## config.mk

```make
export PLATFORM = sky130hd
export DESIGN_NAME = result_uart_streamer
export DESIGN_NICKNAME = d
export VERILOG_FILES = /design/src/rtl/result_uart_streamer.sv
export SDC_FILE = /design/constraint.sdc
export NUM_CORES = 1
export LEC_CHECK = 0
export CORE_MARGIN = 2
export CORE_UTILIZATION = 54
export DETAILED_ROUTE_END_ITERATION = 7
export PLACE_DENSITY = 0.89
export RECOVER_POWER = 100
export SYNTH_ARGS = -nofsm -noshare
export SYNTH_HDL_FRONTEND = slang
export SYNTH_SLANG_ARGS = --single-unit
export TNS_END_PERCENT = 10
```

## constraint.sdc

```tcl
create_clock -name clk -period 3.7 [get_ports clk]
set_input_delay 0.74 -clock clk [delete_from_list [all_inputs] [get_ports clk]]
set_output_delay 0.74 -clock clk [all_outputs]
set_load 0.03 [all_outputs]
```

## src/rtl/result_uart_streamer.sv

```systemverilog
// Streams a run of 32-bit result words from the output SRAM to the UART as a framed byte packet.
// Define STREAM_CHECKSUM_EN to append an XOR checksum byte after the data bytes.
module result_uart_streamer #(
    parameter int          ADDR_W   = 6,
    parameter logic [7:0]  HDR_BYTE = 8'hA5
) (
    input  logic              clk,
    input  logic              reset,
    input  logic              start,
    input  logic [ADDR_W-1:0] base_addr,
    input  logic [ADDR_W:0]   word_count,
    output logic              mem_rd_en,
    output logic [ADDR_W-1:0] mem_addr,
    input  logic [31:0]       mem_rdata,
    output logic [7:0]        tx_data,
    output logic              tx_valid,
    input  logic              tx_ready,
    output logic              busy,
    output logic              done
);

`ifdef STREAM_CHECKSUM_EN
    typedef enum logic [2:0] {
        S_IDLE, S_HDR, S_CNT, S_RD_REQ,
        S_RD_WAIT, S_BYTE, S_CHK, S_FIN
    } state_t;
    localparam state_t S_END = S_CHK;
`else
    typedef enum logic [2:0] {
        S_IDLE, S_HDR, S_CNT, S_RD_REQ,
        S_RD_WAIT, S_BYTE, S_FIN
    } state_t;
    localparam state_t S_END = S_FIN;
`endif

    localparam logic [ADDR_W-1:0] ADDR_ONE = 1;
    localparam logic [ADDR_W:0]   LEFT_ONE = 1;

    state_t            state, state_nxt;
    logic [ADDR_W-1:0] addr_q;
    logic [ADDR_W:0]   left_q;
    logic [7:0]        cnt_q;
    logic [31:0]       shreg;
    logic [1:0]        idx;
    logic              xfer;

    assign xfer     = tx_valid && tx_ready;
    assign mem_addr = addr_q;

    always_ff @(posedge clk or posedge reset) begin
        if (reset) state <= S_IDLE;
        else       state <= state_nxt;
    end

    always_comb begin
        state_nxt = state;
        unique case (state)
            S_IDLE:    if (start) state_nxt = S_HDR;
            S_HDR:     if (xfer) state_nxt = S_CNT;
            S_CNT:     if (xfer) state_nxt = (left_q != '0) ? S_RD_REQ : S_END;
            S_RD_REQ:  state_nxt = S_RD_WAIT;
            S_RD_WAIT: state_nxt = S_BYTE;
            S_BYTE:
                if (xfer && idx == 2'd3)
                    state_nxt = (left_q != '0) ? S_RD_REQ : S_END;
`ifdef STREAM_CHECKSUM_EN
            S_CHK:     if (xfer) state_nxt = S_FIN;
`endif
            S_FIN:     state_nxt = S_IDLE;
            default:   state_nxt = S_IDLE;
        endcase
    end

    // left_q counts reads still to issue; it drops as each read goes out
    always_ff @(posedge clk or posedge reset) begin
        if (reset) begin
            addr_q <= '0;
            left_q <= '0;
            cnt_q  <= '0;
            shreg  <= '0;
            idx    <= '0;
        end else begin
            if (state == S_IDLE && start) begin
                addr_q <= base_addr;
                left_q <= word_count;
                cnt_q  <= 8'(word_count);
            end
            if (state == S_RD_REQ) begin
                addr_q <= addr_q + ADDR_ONE;
                left_q <= left_q - LEFT_ONE;
            end
            if (state == S_RD_WAIT) begin
                shreg <= mem_rdata;
                idx   <= 2'd0;
            end
            if (state == S_BYTE && xfer) begin
                shreg <= {8'h00, shreg[31:8]};
                idx   <= idx + 2'd1;
            end
        end
    end

`ifdef STREAM_CHECKSUM_EN
    logic [7:0] csum;

    always_ff @(posedge clk or posedge reset) begin
        if (reset) begin
            csum <= '0;
        end else if (state == S_IDLE && start) begin
            csum <= '0;
        end else if (xfer && (state == S_CNT || state == S_BYTE)) begin
            csum <= csum ^ tx_data;
        end
    end
`endif

    always_comb begin
        tx_valid  = 1'b0;
        tx_data   = 8'h00;
        mem_rd_en = 1'b0;
        busy      = 1'b1;
        done      = 1'b0;
        unique case (state)
            S_IDLE: busy = 1'b0;
            S_HDR: begin
                tx_valid = 1'b1;
                tx_data  = HDR_BYTE;
            end
            S_CNT: begin
                tx_valid = 1'b1;
                tx_data  = cnt_q;
            end
            S_RD_REQ:  mem_rd_en = 1'b1;
            S_RD_WAIT: ;
            S_BYTE: begin
                tx_valid = 1'b1;
                tx_data  = shreg[7:0];
            end
`ifdef STREAM_CHECKSUM_EN
            S_CHK: begin
                tx_valid = 1'b1;
                tx_data  = csum;
            end
`endif
            S_FIN: begin
                busy = 1'b0;
                done = 1'b1;
            end
            default: busy = 1'b0;
        endcase
    end

endmodule

```

==> out/metrics.yaml <==
status:
  outcome: "complete, but fails checks"
  violations: "capacitance limit, slew limit"
critical_path:
  worstPathArrival_ns: 2.70
  required_ns: 2.96
  r2r_end: "shreg[7]"
  crit_path_end_kind: "output port"
  start_kind: "flip-flop"
  r2r_start: "state[0]"
  worst-path-max-fanout: 14
  crit_type: "flip-flop to output port"
  crit_start: "state[0]"
  reg2reg_depth: 4
  rrSetupSlack_ns: 1.08
cells_and_area:
  n_antenna_cell: 0
  final_common_cell: "nand2_1"
  drive_gt1_share_pct: 7.96
  final_nets: 426
  layout_common_cells: "98 x nand2_1, 57 x dfrtp_1, 45 x clkdlybuf4s50_1"
  syn_to_final_growth_pct: 29.4
  final_core_util_pct: 72.5
global_routing:
  grt_pass1_vias: 2388
  grt.overflow.total: 0
  grt_max_degree: 58
  grt_use_total_pct: 24.8
  antenna_found_initial: 0
  grt_pass1_wl_mm: 11.6
min_path:
  min_from: "shreg[15]"
  worstHoldEndpoint: "shreg[15]"
  hp-class: "flip-flop to flip-flop"
  whs_path_depth: 2
detailed_routing:
  vias_per_cell: 5.69
  vias: 2542
  drt_iter0_drc: 220
  wl_mm: 7.09
  avgRoutedWirePerCell_um: 15.9
  drc_errors: 0
  first_pass_iters: 4
  antenna_left: 0
die:
  dieArea_um2: 5930
  ios: 67
  die_w_um: 77.0
  die_h_um: 77.0
  start_util_pct: 56.0
  rows: 26
  core_area_um2: 5140
timing:
  slew_violations: 37
  worstMarginPinSlew_ns: 1.53
  max_freq_mhz: 291
  fin_crit_sh_pct: 93.0
  finalHoldViolations: 0
  fin_skew_ns: 0.00698
  finalCriticalPeriod_ns: 3.44
  slew_headroom_pct: -2.13
  grt_setup_unrepaired: "false"
  finalSetupViolations: 0
  setup-tns-final_ns: 0
cts:
  cts_resized: 0
  clk_latency_ns: 0.34
  cts_buffers: 9
  cts_buffer_depth: 2
  cts_sinks: 57
  cts_root_buf: "clkbuf_8"
  htreeDepth: 3
  cts_hold_buf: 0
  cts_setup_buffers: 0
  cts_tree: "done"
  cts.clk_slew.worst_paths_ns: 0.07
logic_synthesis:
  synthArstFlopShare_pct: 100
  synth_cells: 309
  ys_warn_count: 0
  synth.net_count: 363
  synth_edf_count: 0
  ys_seq_area_share_pct: 49.5
  ys_types: 55
  ys.flop_type: "dfrtp_1"
  syn_area_per_cell_um2: 9.32
  netlist_area_um2: 2880
  synth.ff_latch_count: 57
place:
  numPortBuffers: 66
  hpwl_mm: 4.92
  gp_routability_congestion: 0.830
power:
  power_density_nw_per_um2: 793
  irDropWorstVdd_mv: 0.397
  power_leakage_nw: 1.75
run:
  maxCapViolCount: 1
[how the worst max path moves through the flow]
stage,slack (ns),end
6_report,0.26,tx_data[4]
5_1_grt,0.20,tx_data[4]
4_1_cts,0.38,tx_data[4]
3_5_place_dp,0.77,tx_data[4]
3_3_place_gp,0.83,tx_data[1]
2_1_floorplan,1.52,done
[critical path: stages, from the launching register on]
cell	delay, ns
dfrtp_1	0.67
or2b_1	0.33
nor2_1	0.40
a22o_1	0.23
dlygate4sd3_1	0.74
[stage by stage]
step | setup slack (ns) | area, µm² | total power [W] | hold slack, ns | cells
floorplan | 1.52 | 2880 | 0.00202 | 0.441 | 309
global placement | 0.825 | 3560 | 0.00238 | 0.458 | 431
detailed placement | 0.766 | 3560 | 0.00245 | 0.464 | 431
CTS | 0.382 | 3760 | 0.00303 | 0.480 | 447
global route | 0.199 | 3730 | 0.00315 | 0.505 | 447
finish | 0.258 | 3730 | 0.00296 | 0.481 | 447
[report_power, final]
group | leakage (nW) | internal (W) | switching (W)
Sequential | 0.703 | 0.000905 | 0.000260
Combinational | 0.955 | 0.000508 | 0.000713
Clock | 0.0939 | 0.000316 | 0.000255
Total | 1.75 | 0.00173 | 0.00123
[flip-flops by register name, indices dropped and copies added, names as in the netlist]
| name | cells |
|---|---|
| state | 3 |
| mem_addr | 6 |
| left_q | 7 |
| shreg | 32 |
| cnt_q | 7 |
| idx | 2 |
[routing by layer]
metal  up-vias  routed length [µm]  track usage, %
met5         -                   0               0
met4         0                  82            7.86
met3         9                 340            6.47
met2        77                3570            40.1
met1      1245                3090            33.0
li1       1211                   -               -
[synth_stat cells, drive strengths merged (2+ instances only)]
cell type | instances | area (µm²)
nor2b | 3 | 18.8
inv | 7 | 26.3
a211oi | 3 | 27.5
nand2 | 98 | 384
a21oi | 15 | 78.8
nand2b | 2 | 12.5
ha | 5 | 62.6
a22oi | 24 | 180
and3 | 2 | 12.5
or3b | 2 | 17.5
nor3 | 3 | 15.0
nand3 | 4 | 20.0
a221o | 2 | 20.0
a21o | 2 | 15.0
nor3b | 3 | 38.8
a311oi | 3 | 32.5
a22o | 7 | 61.3
clkbuf | 3 | 11.3
dfrtp | 57 | 1430
o21ai | 10 | 53.8
nor4b | 2 | 30.0
nor2 | 19 | 73.8
buf | 15 | 91.3
[cell type report]
cell class	instances	area, µm²
Tap cell	70	87.6
Sequential cell	57	1430
Fill cell	429	1410
Clock buffer	13	179
Timing Repair Buffer	70	684
Multi-Input combinational cell	227	1300
Inverter	7	26.3
Clock inverter	3	22.5
[cells by family (layout without fill, tap and decap cells)]
family	count (synthesis)	in the layout	synth area share [%]
AND/OR/NAND/NOR	146	146	24.3
AO/OA/AOI/OAI	75	75	19.2
flip-flops	57	57	49.5
buffers and inverters	25	93	4.47
adder cells (fa/ha/maj)	5	5	2.17
multiplexers	1	1	0.391
(Power assumes the default switching activity.)
